<file path="config.mk">
export PLATFORM = sky130hd
export DESIGN_NAME = axilite_apb_bridge
export DESIGN_NICKNAME = d
export VERILOG_FILES = /design/src/rtl/axilite_pkg.sv /design/src/rtl/axilite_chan_capture.sv /design/src/rtl/axilite_apb_bridge.sv
export SDC_FILE = /design/constraint.sdc
export NUM_CORES = 1
export LEC_CHECK = 0
export BUFFER_PORTS_ARGS = -buffer_cell sky130_fd_sc_hd__buf_2
export CAP_MARGIN = 20
export CORE_ASPECT_RATIO = 0.8
export CORE_UTILIZATION = 30
export CTS_CLUSTER_DIAMETER = 30
export DETAILED_ROUTE_END_ITERATION = 6
export SKIP_CTS_REPAIR_TIMING = 1
export SLEW_MARGIN = 20
export SYNTH_ARGS = -nofsm -noshare
export SYNTH_HDL_FRONTEND = slang
export SYNTH_SLANG_ARGS = --single-unit
</file>
<file path="constraint.sdc">
create_clock -name s_axi_aclk -period 2.2 [get_ports s_axi_aclk]
set_clock_uncertainty 0.05 [all_clocks]
set_input_delay 0.66 -clock s_axi_aclk [delete_from_list [all_inputs] [get_ports s_axi_aclk]]
set_output_delay 0.66 -clock s_axi_aclk [all_outputs]
set_load 0.02 [all_outputs]
</file>
<file path="src/rtl/axilite_pkg.sv">
// Shared types for the AXI4-Lite to APB3 bridge: response codes, FSM states, APB request payload.
package axilite_pkg;

  localparam int unsigned ADDR_W = 32;
  localparam int unsigned DATA_W = 32;

  typedef logic [1:0] resp_t;

  localparam resp_t OKAY   = 2'b00;
  localparam resp_t SLVERR = 2'b10;
  localparam resp_t DECERR = 2'b11;

  typedef enum logic [2:0] {
    ST_IDLE,
    ST_SETUP,
    ST_ACCESS,
    ST_WRESP,
    ST_RRESP
  } bridge_state_t;

  typedef struct packed {
    logic              write;
    logic [ADDR_W-1:0] addr;
    logic [DATA_W-1:0] wdata;
  } apb_req_t;

endpackage

</file>
<file path="src/rtl/axilite_chan_capture.sv">
// One-deep holding register for an AXI request channel; ready is the registered inverse of full.
module axilite_chan_capture #(
  parameter int unsigned W = 32
) (
  input  logic         clk,
  input  logic         rst_n,
  input  logic         valid,
  input  logic [W-1:0] data_in,
  input  logic         clear,
  output logic         ready,
  output logic         full,
  output logic [W-1:0] data
);

  logic full_next;

  always_comb begin
    full_next = full;
    if (clear) begin
      full_next = 1'b0;
    end else if (valid && ready) begin
      full_next = 1'b1;
    end
  end

  // ready is held low through reset and tracks !full from the first clock afterwards
  always_ff @(posedge clk or negedge rst_n) begin
    if (!rst_n) begin
      full  <= 1'b0;
      ready <= 1'b0;
      data  <= '0;
    end else begin
      full  <= full_next;
      ready <= !full_next;
      if (valid && ready && !clear) begin
        data <= data_in;
      end
    end
  end

endmodule

</file>
<file path="src/rtl/axilite_apb_bridge.sv">
// AXI4-Lite responder that serves one captured write or read at a time as a single APB3 transfer.
module axilite_apb_bridge #(
  parameter logic [31:0] ADDR_RANGE = 32'h1000,
  parameter int unsigned TIMEOUT    = 16
) (
  input  logic        s_axi_aclk,
  input  logic        s_axi_aresetn,
  input  logic        s_axi_awvalid,
  output logic        s_axi_awready,
  input  logic [31:0] s_axi_awaddr,
  input  logic        s_axi_wvalid,
  output logic        s_axi_wready,
  input  logic [31:0] s_axi_wdata,
  output logic        s_axi_bvalid,
  input  logic        s_axi_bready,
  output logic [1:0]  s_axi_bresp,
  input  logic        s_axi_arvalid,
  output logic        s_axi_arready,
  input  logic [31:0] s_axi_araddr,
  output logic        s_axi_rvalid,
  input  logic        s_axi_rready,
  output logic [31:0] s_axi_rdata,
  output logic [1:0]  s_axi_rresp,
  output logic [31:0] m_apb_paddr,
  output logic [31:0] m_apb_pwdata,
  output logic        m_apb_psel,
  output logic        m_apb_penable,
  output logic        m_apb_pwrite,
  input  logic [31:0] m_apb_prdata,
  input  logic        m_apb_pready,
  input  logic        m_apb_pslverr
);

  import axilite_pkg::*;

  localparam int unsigned CNT_W = (TIMEOUT == 0) ? 1 : $clog2(TIMEOUT + 1);

  bridge_state_t     state;
  logic              prio_wr;
  logic              is_write;
  logic [CNT_W-1:0]  wait_cnt;

  logic              aw_full;
  logic              w_full;
  logic              ar_full;
  logic [ADDR_W-1:0] aw_addr;
  logic [DATA_W-1:0] w_data;
  logic [ADDR_W-1:0] ar_addr;

  logic              wr_elig;
  logic              rd_elig;
  logic              pick_wr;
  logic              sel_decerr;
  logic              timeout_hit;
  logic              wr_done;
  logic              rd_done;
  apb_req_t          sel_req;

  axilite_chan_capture #(.W(ADDR_W)) u_aw (
    .clk     (s_axi_aclk),
    .rst_n   (s_axi_aresetn),
    .valid   (s_axi_awvalid),
    .data_in (s_axi_awaddr),
    .clear   (wr_done),
    .ready   (s_axi_awready),
    .full    (aw_full),
    .data    (aw_addr)
  );

  axilite_chan_capture #(.W(DATA_W)) u_w (
    .clk     (s_axi_aclk),
    .rst_n   (s_axi_aresetn),
    .valid   (s_axi_wvalid),
    .data_in (s_axi_wdata),
    .clear   (wr_done),
    .ready   (s_axi_wready),
    .full    (w_full),
    .data    (w_data)
  );

  axilite_chan_capture #(.W(ADDR_W)) u_ar (
    .clk     (s_axi_aclk),
    .rst_n   (s_axi_aresetn),
    .valid   (s_axi_arvalid),
    .data_in (s_axi_araddr),
    .clear   (rd_done),
    .ready   (s_axi_arready),
    .full    (ar_full),
    .data    (ar_addr)
  );

  // Arbitration: prio_wr only matters, and only flips, when both kinds are eligible together
  always_comb begin
    wr_elig       = aw_full && w_full;
    rd_elig       = ar_full;
    pick_wr       = wr_elig && (!rd_elig || prio_wr);
    sel_req.write = pick_wr;
    sel_req.addr  = pick_wr ? aw_addr : ar_addr;
    sel_req.wdata = pick_wr ? w_data : '0;
    sel_decerr    = (sel_req.addr >= ADDR_RANGE);
    timeout_hit   = (TIMEOUT != 0) && ((32'(wait_cnt) + 32'd1) == TIMEOUT);
    wr_done       = s_axi_bvalid && s_axi_bready;
    rd_done       = s_axi_rvalid && s_axi_rready;
  end

  always_ff @(posedge s_axi_aclk or negedge s_axi_aresetn) begin
    if (!s_axi_aresetn) begin
      state         <= ST_IDLE;
      prio_wr       <= 1'b1;
      is_write      <= 1'b0;
      wait_cnt      <= '0;
      m_apb_paddr   <= '0;
      m_apb_pwdata  <= '0;
      m_apb_psel    <= 1'b0;
      m_apb_penable <= 1'b0;
      m_apb_pwrite  <= 1'b0;
      s_axi_bvalid  <= 1'b0;
      s_axi_bresp   <= OKAY;
      s_axi_rvalid  <= 1'b0;
      s_axi_rresp   <= OKAY;
      s_axi_rdata   <= '0;
    end else begin
      case (state)
        ST_IDLE: begin
          if (wr_elig || rd_elig) begin
            if (wr_elig && rd_elig) begin
              prio_wr <= !prio_wr;
            end
            is_write <= pick_wr;
            if (sel_decerr) begin
              if (pick_wr) begin
                s_axi_bvalid <= 1'b1;
                s_axi_bresp  <= DECERR;
                state        <= ST_WRESP;
              end else begin
                s_axi_rvalid <= 1'b1;
                s_axi_rresp  <= DECERR;
                s_axi_rdata  <= '0;
                state        <= ST_RRESP;
              end
            end else begin
              m_apb_paddr  <= sel_req.addr;
              m_apb_pwdata <= sel_req.wdata;
              m_apb_pwrite <= sel_req.write;
              m_apb_psel   <= 1'b1;
              wait_cnt     <= '0;
              state        <= ST_SETUP;
            end
          end
        end
        ST_SETUP: begin
          m_apb_penable <= 1'b1;
          state         <= ST_ACCESS;
        end
        ST_ACCESS: begin
          if (m_apb_pready || timeout_hit) begin
            m_apb_psel    <= 1'b0;
            m_apb_penable <= 1'b0;
            m_apb_pwrite  <= 1'b0;
            if (is_write) begin
              s_axi_bvalid <= 1'b1;
              s_axi_bresp  <= (!m_apb_pready || m_apb_pslverr) ? SLVERR : OKAY;
              state        <= ST_WRESP;
            end else begin
              s_axi_rvalid <= 1'b1;
              s_axi_rresp  <= (!m_apb_pready || m_apb_pslverr) ? SLVERR : OKAY;
              s_axi_rdata  <= (!m_apb_pready || m_apb_pslverr) ? '0 : m_apb_prdata;
              state        <= ST_RRESP;
            end
          end else begin
            wait_cnt <= wait_cnt + CNT_W'(1);
          end
        end
        ST_WRESP: begin
          if (s_axi_bready) begin
            s_axi_bvalid <= 1'b0;
            state        <= ST_IDLE;
          end
        end
        ST_RRESP: begin
          if (s_axi_rready) begin
            s_axi_rvalid <= 1'b0;
            state        <= ST_IDLE;
          end
        end
        default: begin
          state <= ST_IDLE;
        end
      endcase
    end
  end

endmodule

</file>
=== Word level (Yosys, flattened, before mapping) ===
Cells that the tools add are included.

* Bits in registers: 217
* Latch bits: 0
* Memory bits (writable): 0
* Bits in read-only memories: 0
* Input bits: 137
* Output and inout bits: 108
* Word-level logic and storage cells: 144
* Memories kept: 0

* Add/sub/neg operators: 2
* $mul: 0
* Divide/modulo/power cells: 0
* Magnitude comparators: 1
* Eq/ne operators: 16
* Shift operators: 0
* Muxes and demuxes: 62
* Bitwise logic cells: 1
* Reductions and logical operators: 39

{| class="wikitable"
|+ Operators with widths
! operator !! number
|-
| $mux W32 || 8
|-
| $pmux W32 S2 || 1
|-
| $ge A32 B13 Y1 const B || 1
|-
| $mux W1 || 23
|-
| $mux W2 || 11
|-
| $ne A2 B2 Y1 const B || 11
|-
| $mux W3 || 7
|-
| $mux W5 || 3
|-
| $pmux W3 S5 || 1
|-
| $reduce_and A7 Y1 || 2
|-
| $reduce_and A4 Y1 || 3
|-
| $reduce_and A6 Y1 || 2
|-
| $logic_and A1 B1 Y1 || 11
|-
| $pmux W5 S2 || 1
|-
| $logic_not A1 Y1 || 8
|-
| $pmux W2 S2 || 2
|-
| $add A5 B1 Y6 const B || 1
|-
| $eq A3 B2 Y1 const B || 2
|-
| $eq A6 B5 Y1 const B || 1
|-
| $pmux W1 S2 || 3
|-
| $pmux W1 S3 || 2
|-
| $reduce_and A3 Y1 || 2
|-
| $reduce_bool A3 Y1 || 2
|-
| $add A5 B1 Y5 const B || 1
|-
| other kinds (7) || 12
|}

=== Depth between registers and ports, before layout ===
Gate-level depths: netlist (run 1).

* Depth after elaboration: 8
* Mapped depth: 8
* Depth with buffers taken out: 6

=== By module ===
A second synthesis (run 1) with hierarchy kept.

* Cell total of the unflattened synthesis: 721
* Area total of the unflattened synthesis: 9292.7 um^2

{| class="wikitable"
|+ By module, submodules not included
! module !! times used !! cells an instance !! area each (um^2) !! sequential area each (um^2)
|-
| axilite_apb_bridge || 1 || 502 || 5114.9 || 2879.0
|-
| axilite_chan_capture || 3 || 73 || 1392.6 || 850.8
|}

=== Worst setup path before layout (run 1) ===
OpenSTA, ideal clock, no wires.

* Path kind: reg2reg
* Start point: register u_aw.data[18]
* End point: register s_axi_rdata[6]
* Setup time: 0.065 ns
* Arrival time: 2.012 ns
* Required time: 2.085 ns
* Path slack: 0.073 ns
* Stages on the path, launching flop included: 7
* Path buffers: 1
* Period minus slack after synthesis: 2.127 ns
* Cell sequence: dfrtp_1 > or4_4 > o31ai_4 > nand2_4 > o31ai_4 > buf_6 > a22o_2

* Longest elaborated chain between the ends: 4

{| class="wikitable"
|+ RTL lines
! what !! line !! text
|-
| start: declaration || axilite_chan_capture.sv:12 || <nowiki>output logic [W-1:0] data</nowiki>
|-
| start signal: assignment || axilite_chan_capture.sv:36 || <nowiki>data <= data_in;</nowiki>
|-
| $mux W32 || axilite_apb_bridge.sv:98 || <nowiki>sel_req.addr = pick_wr ? aw_addr : ar_addr;</nowiki>
|-
| $ge A32 B13 Y1 || axilite_apb_bridge.sv:100 || <nowiki>sel_decerr = (sel_req.addr >= ADDR_RANGE);</nowiki>
|-
| $ne A2 B2 Y1 (no source line) || -- ||
|-
| $reduce_and A6 Y1 (no source line) || -- ||
|-
| end signal: assignment || axilite_apb_bridge.sv:167 || <nowiki>s_axi_rdata <= (!m_apb_pready || m_apb_pslverr) ? '0 : m_apb_prdata;</nowiki>
|-
| end: declaration || axilite_apb_bridge.sv:22 || <nowiki>output logic [31:0] s_axi_rdata,</nowiki>
|}

Every way passes these cells.
A chain may end at the register's enable or synchronous reset.

=== Worst setup path after layout (run 1) ===
* Start point: register u_aw.data[30]
* End point: register s_axi_rdata[13]

The elaborated chain is that of the path after synthesis.

==> results of run 1 <==
flip-flops by register name, summed over array words and instances (netlist names), 2 cells and up:
register,flops
u_aw.data,32
u_ar.data,32
wait_cnt,5
m_apb_paddr,32
s_axi_bresp,2
u_w.data,32
s_axi_rresp,2
state,3
m_apb_pwdata,32
s_axi_rdata,32
kinds of logic after synthesis:
logic type	Yosys count	synth area share
AO/OA/AOI/OAI	126	0.101
XOR/XNOR	2	0.00206
adder cells (fa/ha/maj)	1	0.00147
buffers and inverters	45	0.0227
flip-flops	217	0.639
multiplexers	110	0.144
AND/OR/NAND/NOR	161	0.0906
power breakdown:
part / switching, mW / internal (mW) / total [mW]
sequential: 0.627 / 5.08 / 5.71
clock: 2.38 / 5.28 / 7.66
combinational: 1.44 / 1.52 / 2.97
total: 4.45 / 11.9 / 16.3
layer usage:
layer  part of all wire  vias up  track usage
met3               0.10       52       0.0631
met2               0.43      236        0.222
met4              0.021        6       0.0503
met1               0.45     3033        0.193
li1                   -     2971            -
met5             0.0015        -            0
metrics by stage:
| step | power, mW | cells | hold slack (ns) |
|---|---|---|---|
| finish | 16.3 | 1370 | 0.0194 |
| global route | 17.2 | 1367 | 0.0302 |
| CTS | 16.5 | 1360 | 0.0156 |
| detailed placement | 8.71 | 1269 | 0.414 |
| global placement | 8.61 | 1269 | 0.406 |
| floorplan | 7.61 | 662 | 0.314 |
Yosys cell counts (2+ instances only):
master,count
o21ai_0,58
nor2_1,10
buf_6,3
a31oi_1,5
o211ai_1,2
buf_1,7
xnor2_1,2
mux2i_1,14
and2_1,27
o31ai_4,2
a22o_2,9
a21oi_1,11
nor2b_1,2
nor4_1,9
o22a_1,2
inv_1,6
dfrtp_1,216
clkbuf_1,28
a22o_1,24
a21o_1,2
mux2_2,96
a211oi_1,2
nand4b_1,2
nand2_1,90
nand2b_1,4
nand3_1,5
nand4_1,3
placed cells by master (no fill, tap or decap), drive strengths merged, types with 2 or more instances in the layout:
master    Yosys  layout
a211oi        3       3
a21o          2       2
a21oi        11      11
a22o         33      33
a31oi         5       5
and2         27      27
buf          11     287
bufinv        0       7
clkbuf       28      61
clkinv        0      11
clkinvlp      0       4
dfrtp       216     216
diode         0       4
inv           6      15
mux2         96      96
mux2i        14      14
nand2        92      92
nand2b        4       4
nand3         5       5
nand4         3       3
nand4b        2       2
nor2         11      11
nor2b         2       2
nor4          9       9
o211ai        2       2
o21ai        59      59
o22a          2       2
o31ai         3       3
or4           2       2
xnor2         2       2
cell type report:
| cell class | count | area [µm²] |
|---|---|---|
| Tap cell | 364 | 455 |
| Fill cell | 2536 | 15200 |
| Clock buffer | 60 | 1370 |
| Timing Repair Buffer | 288 | 1710 |
| Sequential cell | 217 | 5430 |
| Clock inverter | 31 | 408 |
| Multi-Input combinational cell | 400 | 2950 |
| Inverter | 6 | 22.5 |
| Antenna cell | 4 | 10.0 |
worst paths after layout:
check	end	slack (ns)
setup / recovery	s_axi_rdata[13]$_DFFE_PN0P_	-0.03
hold / removal	m_apb_pwdata[22]$_DFFE_PN0P_	0.02
setup reg to reg	s_axi_rdata[13]$_DFFE_PN0P_	-0.03
hold reg to reg	m_apb_paddr[0]$_DFFE_PN0P_	0.42
max in group asynchronous	prio_wr$_DFFE_PN1P_	1.45
min in group s_axi_aclk	s_axi_rdata[3]$_DFFE_PN0P_	0.29
==> impl_metrics.ini, run 1 <==
[status]
outcome = finished, violations left
failed_checks = setup timing

[floorplan]
die_area_um2 = 29000
rows = 54
die_w_um = 190
core_um2 = 27600
io_pins = 245
start_util = 0.309
dieHeight_um = 153

[power_and_ir_drop]
ir_drop_mv = 0.884
p_leak_nw = 6.04
pwr_density_cell_nw_per_um2 = 1320

[critical_path]
critPathLaunch = u_aw.data[30]$_DFFE_PN0P_
end_kind = flip-flop
critical-path-top-delay-family = compound AO/OA/AOI/OAI gates
cp_max_fo = 35
crit_top_cell = o31ai_4
crit_slowest_cell = dfrtp_1
start_kind = flip-flop
r2r_cells = 8
worstReg2RegStart = u_aw.data[30]$_DFFE_PN0P_
crit_type = reg -> reg
cpPeakStageDelay_ns = 0.38
path_depth = 8
crit_chain = nor4_2, nand2_1, o31ai_4, buf_6, nand2_4, o31ai_4, buf_12, a22o_1
crit_buf_inv = 2
cp.arrival_ns = 2.63
cp.required_ns = 2.60

[sta]
maxSlewViolCount = 0
fmax_mhz = 449
fin_crit_ns = 2.23
slew_headroom = 0.664
hold_viol = 0
final.period_utilization = 1.01
timing.final.ws_setup_ns = -0.0252
worst_pin_slew_ns = 0.501
setup_violations = 17
setup-tns-final_ns = -0.181
rsz0062_at_grt = yes

[clock_network]
clk_path_buf_depth = 3
clk_latency_ns = 0.53
cts_tree = yes
clock_sinks = 217
cts.htree.levels = 2
clk_pin_slew_ns = 0.05
cts_inserted_buffers = 49
root_buffer = clkbuf_16

[drt]
drt-initial-drc-count = 221
routed_wl_um = 22100
drc = 0
firstDrtPassIters = 4
vias = 6298
ant_nets = 0
vias_per_cell = 4.60
routedWlPerCell_um = 16.1

[placed_design]
place_area_um2 = 10400
port-buffer-count = 244
routabilityCongestion = 0.780
hpwl_um = 14400
post-place-ws_ns = -0.190

[synth]
syn_area_um2 = 8500
synth-edff-count = 0
synth_top_area_frac = 0.636
synth_cell_type_count = 48
syn_inst = 662
ys_async_sr_fraction = 1.00
yosysTopAreaCell = dfrtp_1
synthTopCellsByArea = dfrtp_1 (64%), mux2_2 (13%), nand2_1 (4.0%)
syn_area_per_cell_um2 = 12.8
ys_seq_area_frac = 0.639
synthFlopType = dfrtp_1
yosysWarnings = 0
synth_fp_nets = 800
ys_ff_latch = 217

[min_path]
holdCritPathClass = in -> async

[cells_and_area]
drive_above_1_share = 0.498
final_core_util = 0.448
stdcell_area_um2 = 12400
nets = 1100
syn_to_final_growth_pct = 45.3

[global_route]
grt_max_degree = 81
antenna_found_initial = 7
grt_pass1_vias = 6416
grt_pass1_wl_um = 34300
grt_usage = 0.149
overflow = 0

[run]
drv_cap = 0
No activity file was read; power rests on OpenSTA's default activity.
==> run 2: changes to the inputs <==
BUFFER_PORTS_ARGS = default   (was -buffer_cell sky130_fd_sc_hd__buf_2)
DONT_BUFFER_PORTS = 1   (was default)
==> run 2 against run 1 <==
Against the previous run: the run ends with hold timing left; setup slack better by 0.046 ns; wire length is 2.7% lower; global-route usage fell by 1.2 points; first-iteration DRC count is 27% higher; sequential share of layout area rose by 6.1 points; clock-buffer cell count down 7; critical path depth is 1 lower; power shrank 5.7%; hold slack worse by 0.23 ns; critical path type unchanged; via count is 15% lower; sequential power increased by 4.2%; combinational power is 21% lower.
==> impl_metrics.ini, run 2 (synthesis results as in run 1) <==
[clock_network]
clock_sinks = 217
clk_latency_ns = 0.54
clk_path_buf_depth = 3
cts.htree.levels = 2
root_buffer = clkbuf_16
cts_tree = yes
clk_pin_slew_ns = 0.05
cts_inserted_buffers = 46

[power_and_ir_drop]
p_int_mw = 11.2
clkPwrFrac = 0.461
switching_share = 0.274
switching_power_mw = 4.22
combinationalPowerShare = 0.152
pwr_density_cell_nw_per_um2 = 1420
p_leak_nw = 4.78
ir_drop_mv = 0.708
p_seq_frac = 0.387
total_power_mw = 15.4

[critical_path]
crit_chain = and2_1, o21ai_0, a31oi_2, a211oi_2, o31ai_4, buf_12, a22o_2
start_kind = flip-flop
critical-path-top-delay-family = compound AO/OA/AOI/OAI gates
crit_slowest_cell = dfrtp_1
cpPeakStageDelay_ns = 0.43
end_kind = flip-flop
cp.required_ns = 2.55
cp.arrival_ns = 2.53
cp_max_fo = 35
crit_type = reg -> reg
crit_buf_inv = 1

[status]
outcome = finished, violations left
failed_checks = hold timing

[sta]
maxSlewViolCount = 0
fin_crit_ns = 2.18
setup_violations = 0
final.period_utilization = 0.991
holdWs_ns = -0.211
rsz0062_at_grt = yes
hold_viol = 216
slew_headroom = 0.629
fmax_mhz = 459
worst_pin_slew_ns = 0.553

[drt]
firstDrtPassIters = 4
routedWlPerCell_um = 19.3
drt-initial-drc-count = 280
drc = 0
routed_wl_um = 21500
vias = 5360
vias_per_cell = 4.82
ant_nets = 0

[floorplan]
start_util = 0.309
core_um2 = 27600
rows = 54
die_area_um2 = 29000
io_pins = 245
die_w_um = 190
dieHeight_um = 153

[global_route]
grt_max_degree = 218
overflow = 0
grt_usage = 0.137
grt_pass1_vias = 5393
grt_pass1_wl_um = 31200
antenna_found_initial = 10

[placed_design]
port-buffer-count = 0
routabilityCongestion = 0.776
hpwl_um = 12800

[cells_and_area]
syn_to_final_growth_pct = 27.7
final_common_cell = dfrtp_1
drive_above_1_share = 0.318
nets = 844
nFillCells = 2579
layout_common_cells = dfrtp_1 (216), mux2_2 (96), nand2_1 (90), clkbuf_16 (49), o21ai_0 (42)
final_core_util = 0.394

[min_path]
holdCritPathClass = in -> async

[run]
drv_cap = 0
run 2: cell types whose count changed in the layout (fill, tap and decap cells not counted), moves of 3 or more:
cell	delta
buf_2	-243
buf_4	-7
o21ai_0	-7
o21ai_1	+7
buf_12	-6
clkbuf_8	-5
clkinv_2	-4
clkinv_4	+3
inv_6	+3
inv_8	-3
run 2: power by group through the flow:
| stage | clock [mW] | sequential, mW | combinational, mW |
|---|---|---|---|
| 6_report | 7.10 | 5.95 | 2.34 |
| 5_1_grt | 7.53 | 6.12 | 2.59 |
| 3_5_place_dp | 0 | 6.00 | 2.32 |
| 4_1_cts | 7.29 | 5.95 | 2.34 |
| 2_1_floorplan | 0 | 5.75 | 1.86 |
| 3_3_place_gp | 0 | 5.96 | 2.27 |
run 2: layout make-up:
type / count / area (µm²) / area share
Inverter: 6 / 22.5 / 0.00207
Antenna cell: 6 / 15.0 / 0.00138
Clock buffer: 53 / 1210 / 0.111
Multi-Input combinational cell: 400 / 2930 / 0.270
Sequential cell: 217 / 5430 / 0.500
Timing Repair Buffer: 35 / 392 / 0.0361
Tap cell: 364 / 455 / 0.0419
Clock inverter: 30 / 407 / 0.0374
run 2: per-layer routing:
layer / up-vias / global-route usage / share of wire
met5: - / 0 / 0.0031
met4: 10 / 0.0480 / 0.025
met3: 58 / 0.0689 / 0.11
met2: 226 / 0.201 / 0.43
met1: 2617 / 0.172 / 0.43
li1: 2449 / - / -
run 2: final timing paths:
path,start,end,slack (ns),depth (start not counted)
max,wait_cnt[0]$_DFFE_PN0P_,s_axi_rdata[6]$_DFFE_PN0P_,0.02,7
min,s_axi_aresetn,s_axi_rdata[6]$_DFFE_PN0P_,-0.21,0
max reg2reg,wait_cnt[0]$_DFFE_PN0P_,s_axi_rdata[6]$_DFFE_PN0P_,0.02,7
min reg2reg,prio_wr$_DFFE_PN1P_,prio_wr$_DFFE_PN1P_,0.44,1
max in group asynchronous,s_axi_aresetn,prio_wr$_DFFE_PN1P_,1.99,0
min in group s_axi_aclk,s_axi_rready,state[2]$_DFFE_PN0P_,0.17,1
run 2: worst reg2reg max path, stage by stage (launching register included):
cell and delay [ns]:
dfrtp_1 0.43, and2_1 0.19, o21ai_0 0.22, a31oi_2 0.19, a211oi_2 0.37, o31ai_4 0.13, buf_12 0.18, a22o_2 0.30
run 2: per-stage QoR:
| stage | worst slack, ns | setup TNS (ns) | std cells | hold WS, ns | area [µm²] |
|---|---|---|---|---|---|
| global placement | -0.0309 | -0.271 | 1014 | 0.320 | 9060 |
| detailed placement | -0.0589 | -1.64 | 1014 | 0.319 | 9060 |
| CTS | -0.106 | -4.41 | 1097 | -0.251 | 10700 |
| global route | -0.0935 | -2.29 | 1107 | -0.246 | 10800 |
| finish | 0.0208 | 0 | 1111 | -0.211 | 10900 |
| floorplan | 0.0730 | 0 | 662 | 0.314 | 8500 |
==> run 3: changes to the inputs <==
clock period = 2.3 ns   (was 2.2 ns; I/O delays follow)
==> run 3 against run 2 <==
Against the previous run: the flow still finishes with violations (hold timing); cell count down 1.1%; sequential share of layout area increased by 1.2 points; die area unchanged; critical path type unchanged; critical endpoint is now s_axi_rdata[7]$_DFFE_PN0P_; largest cell class unchanged; largest power group unchanged; highest routed layer unchanged.
==> impl_metrics.ini, run 3 (synthesis results as in run 1) <==
[cells_and_area]
nFillCells = 2626
syn_to_final_growth_pct = 24.6
drive_above_1_share = 0.301
nets = 831
register_area_um2 = 5430
layout_common_cells = dfrtp_1 (216), mux2_2 (96), nand2_1 (90), o21ai_0 (57), clkbuf_16 (46)
final_common_cell = dfrtp_1
layout.cells.non_filler = 1099
multi_input_area_um2 = 2900

[sta]
fin_crit_ns = 2.20
worst_pin_slew_ns = 0.633
setup_violations = 0
final.period_utilization = 0.957
holdWs_ns = -0.185
rsz0062_at_grt = yes
fmax_mhz = 454
slew_headroom = 0.578
maxSlewViolCount = 0
hold_viol = 216

[drt]
firstDrtPassIters = 6
vias = 5290
ant_nets = 0
routed_wl_um = 20100
drc = 0
drt-initial-drc-count = 251
routedWlPerCell_um = 18.3
vias_per_cell = 4.81

[power_and_ir_drop]
ir_drop_mv = 0.722
p_leak_nw = 4.66
pwr_density_cell_nw_per_um2 = 1340

[status]
failed_checks = hold timing
outcome = finished, violations left

[run]
drv_cap = 0

[global_route]
overflow = 0
antenna_found_initial = 12
grt_max_degree = 218
grt_pass1_vias = 5337
grt_usage = 0.135
grt_pass1_wl_um = 30600

[placed_design]
routabilityCongestion = 0.777
hpwl_um = 12900
placed_cells = 1008
port-buffer-count = 0

[floorplan]
dieHeight_um = 153
io_pins = 245
rows = 54
core_um2 = 27600
die_area_um2 = 29000
die_w_um = 190
start_util = 0.309

[clock_network]
clk_pin_slew_ns = 0.04
clk_latency_ns = 0.53
cts_tree = yes
clk_path_buf_depth = 3
cts_inserted_buffers = 45
cts.htree.levels = 2
clock_sinks = 217
root_buffer = clkbuf_16

[critical_path]
end_kind = flip-flop
r2r_slack_ns = 0.1
cp_max_fo = 35
r2r_end = s_axi_rdata[7]$_DFFE_PN0P_
crit_type = reg -> reg
cp.arrival_ns = 2.60
r2r_cells = 6
worstReg2RegStart = u_aw.data[18]$_DFFE_PN0P_
cp.required_ns = 2.70
start_kind = flip-flop

[min_path]
holdCritPathClass = in -> async
==> run 3: worst max path at each step <==
stage | from | end | slack (ns) | cells past startpoint
2_1_floorplan | u_aw.data[18]$_DFFE_PN0P_ | s_axi_rdata[6]$_DFFE_PN0P_ | 0.17 | 6
3_3_place_gp | wait_cnt[0]$_DFFE_PN0P_ | s_axi_bvalid$_DFFE_PN0P_ | 0.15 | 7
3_5_place_dp | u_aw.data[18]$_DFFE_PN0P_ | m_apb_pwdata[24]$_DFFE_PN0P_ | 0.09 | 6
4_1_cts | u_aw.data[18]$_DFFE_PN0P_ | m_apb_pwdata[24]$_DFFE_PN0P_ | 0.05 | 6
5_1_grt | u_aw.data[18]$_DFFE_PN0P_ | m_apb_pwdata[11]$_DFFE_PN0P_ | -0.002 | 7
6_report | u_aw.data[18]$_DFFE_PN0P_ | s_axi_rdata[7]$_DFFE_PN0P_ | 0.1 | 6
==> run 3: final cells by class <==
cell class                      instances  share of cell area
Sequential cell                       217               0.513
Inverter                                6             0.00213
Multi-Input combinational cell        400               0.274
Antenna cell                           10             0.00236
Clock buffer                           57               0.120
Tap cell                              364              0.0430
Timing Repair Buffer                   23              0.0207
Clock inverter                         22              0.0254
==> run 3: per-layer routing <==
metal / global-route usage / share of wire
met1: 0.172 / 0.43
met2: 0.195 / 0.43
met3: 0.0645 / 0.11
met4: 0.0549 / 0.027
met5: 0 / 0.0026
==> run 3: worst max-delay path: stages, from the launching register on <==
cell     delay, ns
dfrtp_1       0.37
or4_4         0.54
o31ai_4       0.35
nand2_4       0.12
o31ai_4       0.27
buf_12        0.22
a22o_1        0.17
==> run 3: where the power goes <==
| group | internal (mW) | switching, mW |
|---|---|---|
| Sequential | 4.86 | 0.825 |
| Combinational | 1.19 | 0.966 |
| Clock | 4.34 | 2.07 |
==> run 3: through the flow <==
stage | power (mW) | area, µm² | TNS (ns) | setup slack [ns] | utilization
after floorplan | 7.28 | 8500 | 0 | 0.173 | -
after CTS | 14.5 | 10500 | 0 | 0.0515 | 0.383
final | 14.3 | 10600 | 0 | 0.0997 | 0.384
after global routing | 15.0 | 10600 | -0.00173 | -0.00173 | 0.384
after global placement | 7.84 | 9000 | 0 | 0.151 | 0.327
after detailed placement | 7.93 | 9000 | 0 | 0.0909 | 0.327
